**src/rtl/irq_cond_pkg.sv**
```systemverilog
// irq_cond_pkg: default parameters and mode encoding for the interrupt conditioner.
// PLIC_NUM_SOURCES normally arrives from the shared defines; the fallback covers standalone builds.
`ifndef PLIC_NUM_SOURCES
`define PLIC_NUM_SOURCES 4
`endif
package irq_cond_pkg;
    typedef enum logic {LEVEL = 1'b0, EDGE = 1'b1} irq_mode_e;
    localparam int DEF_SYNC_STAGES = 2;
    localparam int DEF_FILTER_CYCLES = 4;
    localparam int DEF_STRETCH_CYCLES = 8;
    function automatic int cnt_width(input int n);
        return (n < 2) ? 1 : $clog2(n + 1);
    endfunction
endpackage

```
**src/rtl/irq_cond_chan.sv**
```systemverilog
// irq_cond_chan: one interrupt channel - synchronizer, glitch filter and optional pulse stretcher.
module irq_cond_chan
    import irq_cond_pkg::*;
#(
    parameter int SYNC_STAGES = DEF_SYNC_STAGES,
    parameter int FILTER_CYCLES = DEF_FILTER_CYCLES,
    parameter int STRETCH_CYCLES = DEF_STRETCH_CYCLES,
    parameter irq_mode_e MODE = LEVEL
) (
    input  logic clk,
    input  logic rst,
    input  logic raw,
    input  logic en,
    output logic irq
);
    localparam int CW = cnt_width(FILTER_CYCLES);
    localparam int SW = cnt_width(STRETCH_CYCLES);
    logic [SYNC_STAGES-1:0] sync_q;
    logic sync, filt, filt_prev;
    logic [CW-1:0] cnt;
    logic [SW-1:0] scnt;
    assign sync = sync_q[SYNC_STAGES-1];
    always_ff @(posedge clk) begin
        if (rst) sync_q <= '0;
        else     sync_q <= {sync_q[SYNC_STAGES-2:0], raw};
    end
    // filt only follows sync after FILTER_CYCLES consecutive differing cycles
    always_ff @(posedge clk) begin
        if (rst || !en) begin
            filt <= 1'b0;
            cnt  <= '0;
        end else if (FILTER_CYCLES == 0) begin
            filt <= sync;
            cnt  <= '0;
        end else if (sync == filt) begin
            cnt <= '0;
        end else if (cnt == CW'(FILTER_CYCLES - 1)) begin
            filt <= sync;
            cnt  <= '0;
        end else begin
            cnt <= cnt + 1'b1;
        end
    end
    // a filt rise seen one cycle late (re)loads the stretch counter
    always_ff @(posedge clk) begin
        if (rst || !en) begin
            filt_prev <= 1'b0;
            scnt      <= '0;
        end else begin
            filt_prev <= filt;
            scnt      <= (filt && !filt_prev) ? SW'(STRETCH_CYCLES) :
                         (scnt != '0)         ? scnt - 1'b1 : scnt;
        end
    end
    assign irq = (MODE == EDGE) ? (scnt != '0) : filt;
endmodule

```
**src/rtl/irq_conditioner.sv**
```systemverilog
// irq_conditioner: conditions asynchronous peripheral interrupt lines for the PLIC,
// one independent level- or edge-mode channel per source.
module irq_conditioner
    import irq_cond_pkg::*;
#(
    parameter int NUM_SRC = `PLIC_NUM_SOURCES,
    parameter int SYNC_STAGES = DEF_SYNC_STAGES,
    parameter int FILTER_CYCLES = DEF_FILTER_CYCLES,
    parameter int STRETCH_CYCLES = DEF_STRETCH_CYCLES,
    parameter logic [NUM_SRC-1:0] EDGE_MASK = '0
) (
    input  logic               clk,
    input  logic               rst,
    input  logic [NUM_SRC-1:0] irq_raw,
    input  logic [NUM_SRC-1:0] src_en,
    output logic [NUM_SRC-1:0] irq_sources
);
    for (genvar i = 0; i < NUM_SRC; i++) begin : g_chan
        irq_cond_chan #(
            .SYNC_STAGES(SYNC_STAGES),
            .FILTER_CYCLES(FILTER_CYCLES),
            .STRETCH_CYCLES(STRETCH_CYCLES),
            .MODE(EDGE_MASK[i] ? EDGE : LEVEL)
        ) u_chan (
            .clk(clk),
            .rst(rst),
            .raw(irq_raw[i]),
            .en(src_en[i]),
            .irq(irq_sources[i])
        );
    end
endmodule

```
**config.mk**
```make
export PLATFORM = sky130hd
export DESIGN_NAME = irq_conditioner
export DESIGN_NICKNAME = d
export VERILOG_FILES = /design/src/rtl/irq_cond_pkg.sv /design/src/rtl/irq_cond_chan.sv /design/src/rtl/irq_conditioner.sv
export SDC_FILE = /design/constraint.sdc
export NUM_CORES = 1
export LEC_CHECK = 0
export CORE_MARGIN = 5
export CORE_UTILIZATION = 56
export CTS_BUF_LIST = sky130_fd_sc_hd__clkbuf_2
export DETAILED_ROUTE_END_ITERATION = 16
export GPL_TIMING_DRIVEN = 0
export PLACE_DENSITY = 0.93
export SYNTH_ARGS = -nofsm -noshare
export SYNTH_HDL_FRONTEND = slang
export SYNTH_SLANG_ARGS = --single-unit
```
**constraint.sdc**
```tcl
create_clock -name clk -period 2.24 [get_ports clk]
set_input_delay 0.224 -clock clk [delete_from_list [all_inputs] [get_ports clk]]
set_output_delay 0.224 -clock clk [all_outputs]
set_load 0.01 [all_outputs]
```
==> impl_metrics.json <==
{
  "p_leak_uw": 0.000436,
  "maxSlewViolCount": 0,
  "grt_max_degree": 14,
  "post_cts_resized": 0,
  "cts_tree": "yes",
  "ff2ff_path_depth": 3,
  "path_clk_slew_ns": 0.20,
  "cts_made_buffers": 3,
  "rsz0062_at_grt": "false",
  "wl_um": 1260,
  "track_usage": 0.115,
  "pwr-share-comb": 0.068,
  "final_nets": 113,
  "drt_iter0_markers": 3,
  "cp_num_cells": 2,
  "switching_share": 0.213,
  "slowest_stage": "clkdlybuf4s50_1",
  "synth_nets": 95,
  "worstPathRequired_ns": 2.02,
  "synth_area_per_cell_um2": 12.3,
  "crit_path_start": "g_chan[2].u_chan.irq",
  "setup_violations": 0,
  "io_buffers": 13,
  "ys_seq_area_frac": 0.506,
  "ir_drop_v": 0.000526,
  "maxSlewHeadroom": 0.778,
  "reg2reg_from": "g_chan[1].u_chan.cnt[0]",
  "p_per_area_nw_per_um2": 571,
  "num_vias": 576,
  "hp-class": "reg -> reg",
  "fin_skew_ns": 0.00307,
  "gp_congestion": 0.721,
  "rows": 14,
  "end_kind": "output pin",
  "cp-start-kind": "register",
  "finalSetupTns_ns": 0,
  "die_h_um": 51.2,
  "final-hold-violation-count": 0,
  "synthDistinctLibCells": 14,
  "period_needed_ns": 1.62,
  "clkLatencyLatePin_ns": 0.32,
  "grt_overflow": 0,
  "area_growth_pct": 17.8,
  "critPathBufInv": 2,
  "dp_hpwl_um": 1040,
  "antenna_found_initial": 0,
  "grt_pass1_vias": 573,
  "worstPathArrival_ns": 1.39,
  "fp.dieW_um": 51.2,
  "status": "completed",
  "p_seq_frac": 0.687,
  "routedWlPerCell_um": 11.5,
  "cpLargestDelayFamily": "buffers and inverters",
  "intPower_uw": 503,
  "clock_power_share": 0.245,
  "max_stage_delay_ns": 0.52,
  "switchingPower_uw": 136,
  "cp_cell_sequence": "buf_4, clkdlybuf4s50_1",
  "crit_type": "reg -> out",
  "cp_max_fo": 3,
  "core_um2": 1560,
  "hold_path_depth": 1,
  "drv_cap": 0,
  "antenna_cells": 0,
  "cts-hold-fix-buffers": 0,
  "start_util": 0.609,
  "cts.htree.levels": 1,
  "ff2ff_setup_slack_ns": 1.04,
  "yosys_warnings": 0,
  "synth-seq-cells": 24,
  "syn_area_um2": 950,
  "drive_above_1_share": 0.245,
  "cts.path.max_buffers": 2,
  "total_power_uw": 639,
  "synthCells": 77,
  "grt_pass1_wl_um": 2240,
  "via_per_inst": 5.24,
  "hold_start": "g_chan[0].u_chan.cnt[0]",
  "cts_setup_buffers": 0,
  "max_freq_mhz": 619,
  "fin_crit_sh": 0.721,
  "drtPass1Iterations": 3,
  "worst_slew_pin_slew_ns": 0.330,
  "die_area_um2": 2620,
  "drc": 0,
  "root_buffer": "clkbuf_2",
  "cts.sinks": 24,
  "ios": 14,
  "whs_ns": 0.443,
  "ant_nets": 0
}
[area by class of cell]
class / instances / area (um^2)
Clock buffer: 3 / 15.0
Fill cell: 116 / 440
Clock inverter: 1 / 3.75
Multi-Input combinational cell: 44 / 413
Buffer: 5 / 41.3
Inverter: 4 / 15.0
Tap cell: 16 / 20.0
Timing Repair Buffer: 13 / 130
Sequential cell: 24 / 480
[logic make-up (layout without fill, tap and decap cells)]
logic type | count (synthesis) | in the layout | share of synthesized area
simple gates | 28 | 28 | 0.250
flops | 24 | 24 | 0.506
buf+inv | 9 | 26 | 0.0593
fa+ha+maj | 8 | 8 | 0.105
xor+xnor | 4 | 4 | 0.0369
mux | 4 | 4 | 0.0422
[placed cells by master (no fill, tap or decap), drive strengths merged]
cell type	n
nand2b	4
clkbuf	3
dfxtp	24
and2b	8
ha	8
nor4	8
nor2	4
inv	4
clkdlybuf4s50	13
xnor2	4
mux2i	4
nor4b	4
buf	5
clkinv	1
[worst paths after layout]
kind / endpoint
worst max-delay path: irq_sources[2]
worst min-delay path: g_chan[0].u_chan.cnt[0]
worst max register to register: g_chan[1].u_chan.cnt[0]
worst min register to register: g_chan[0].u_chan.cnt[0]
[routing by layer]
layer | global-route usage | wire, um | share of wire | vias up
met3 | 0.0523 | 85 | 0.067 | 4
li1 | - | - | - | 291
met4 | 0.0404 | 14 | 0.011 | 0
met5 | 0 | 0 | 0 | -
met2 | 0.223 | 711 | 0.56 | 10
met1 | 0.104 | 450 | 0.36 | 271
[stage by stage]
step	setup WS (ns)	util	instances	area, um^2
after floorplan	1.19	-	77	950
after global placement	0.997	0.705	106	1100
after detailed placement	0.926	0.705	106	1100
after CTS	0.600	0.717	110	1120
after global routing	0.552	0.717	110	1120
final	0.624	0.717	110	1120
[state kept, by name, indices dropped and copies added (netlist names)]
name	flops
g_chan.u_chan.irq	4
g_chan.u_chan.cnt	12
g_chan.u_chan.sync_q	8
[Yosys cell counts]
| cell type | n | area [um^2] |
|---|---|---|
| dfxtp_1 | 24 | 480 |
| and2b_2 | 8 | 70.1 |
| ha_1 | 8 | 100 |
| nor4_1 | 8 | 50.1 |
| buf_4 | 4 | 30.0 |
| inv_1 | 4 | 15.0 |
| mux2i_1 | 4 | 40.0 |
| nor2_1 | 4 | 15.0 |
| nor4b_2 | 4 | 60.1 |
| xnor2_1 | 4 | 35.0 |
| nand2b_4 | 2 | 27.5 |
| buf_6 | 1 | 11.3 |
| nand2b_1 | 1 | 6.26 |
| nand2b_2 | 1 | 8.76 |
[power by group through the flow]
| stage | sequential, uW | clock, uW | combinational [uW] |
|---|---|---|---|
| floorplan | 447 | 0 | 23.2 |
| global placement | 447 | 0 | 42.3 |
| detailed placement | 448 | 0 | 43.8 |
| CTS | 439 | 164 | 44.0 |
| global route | 441 | 182 | 47.2 |
| finish | 439 | 157 | 43.1 |
No activity file was read; power rests on OpenSTA's default activity.
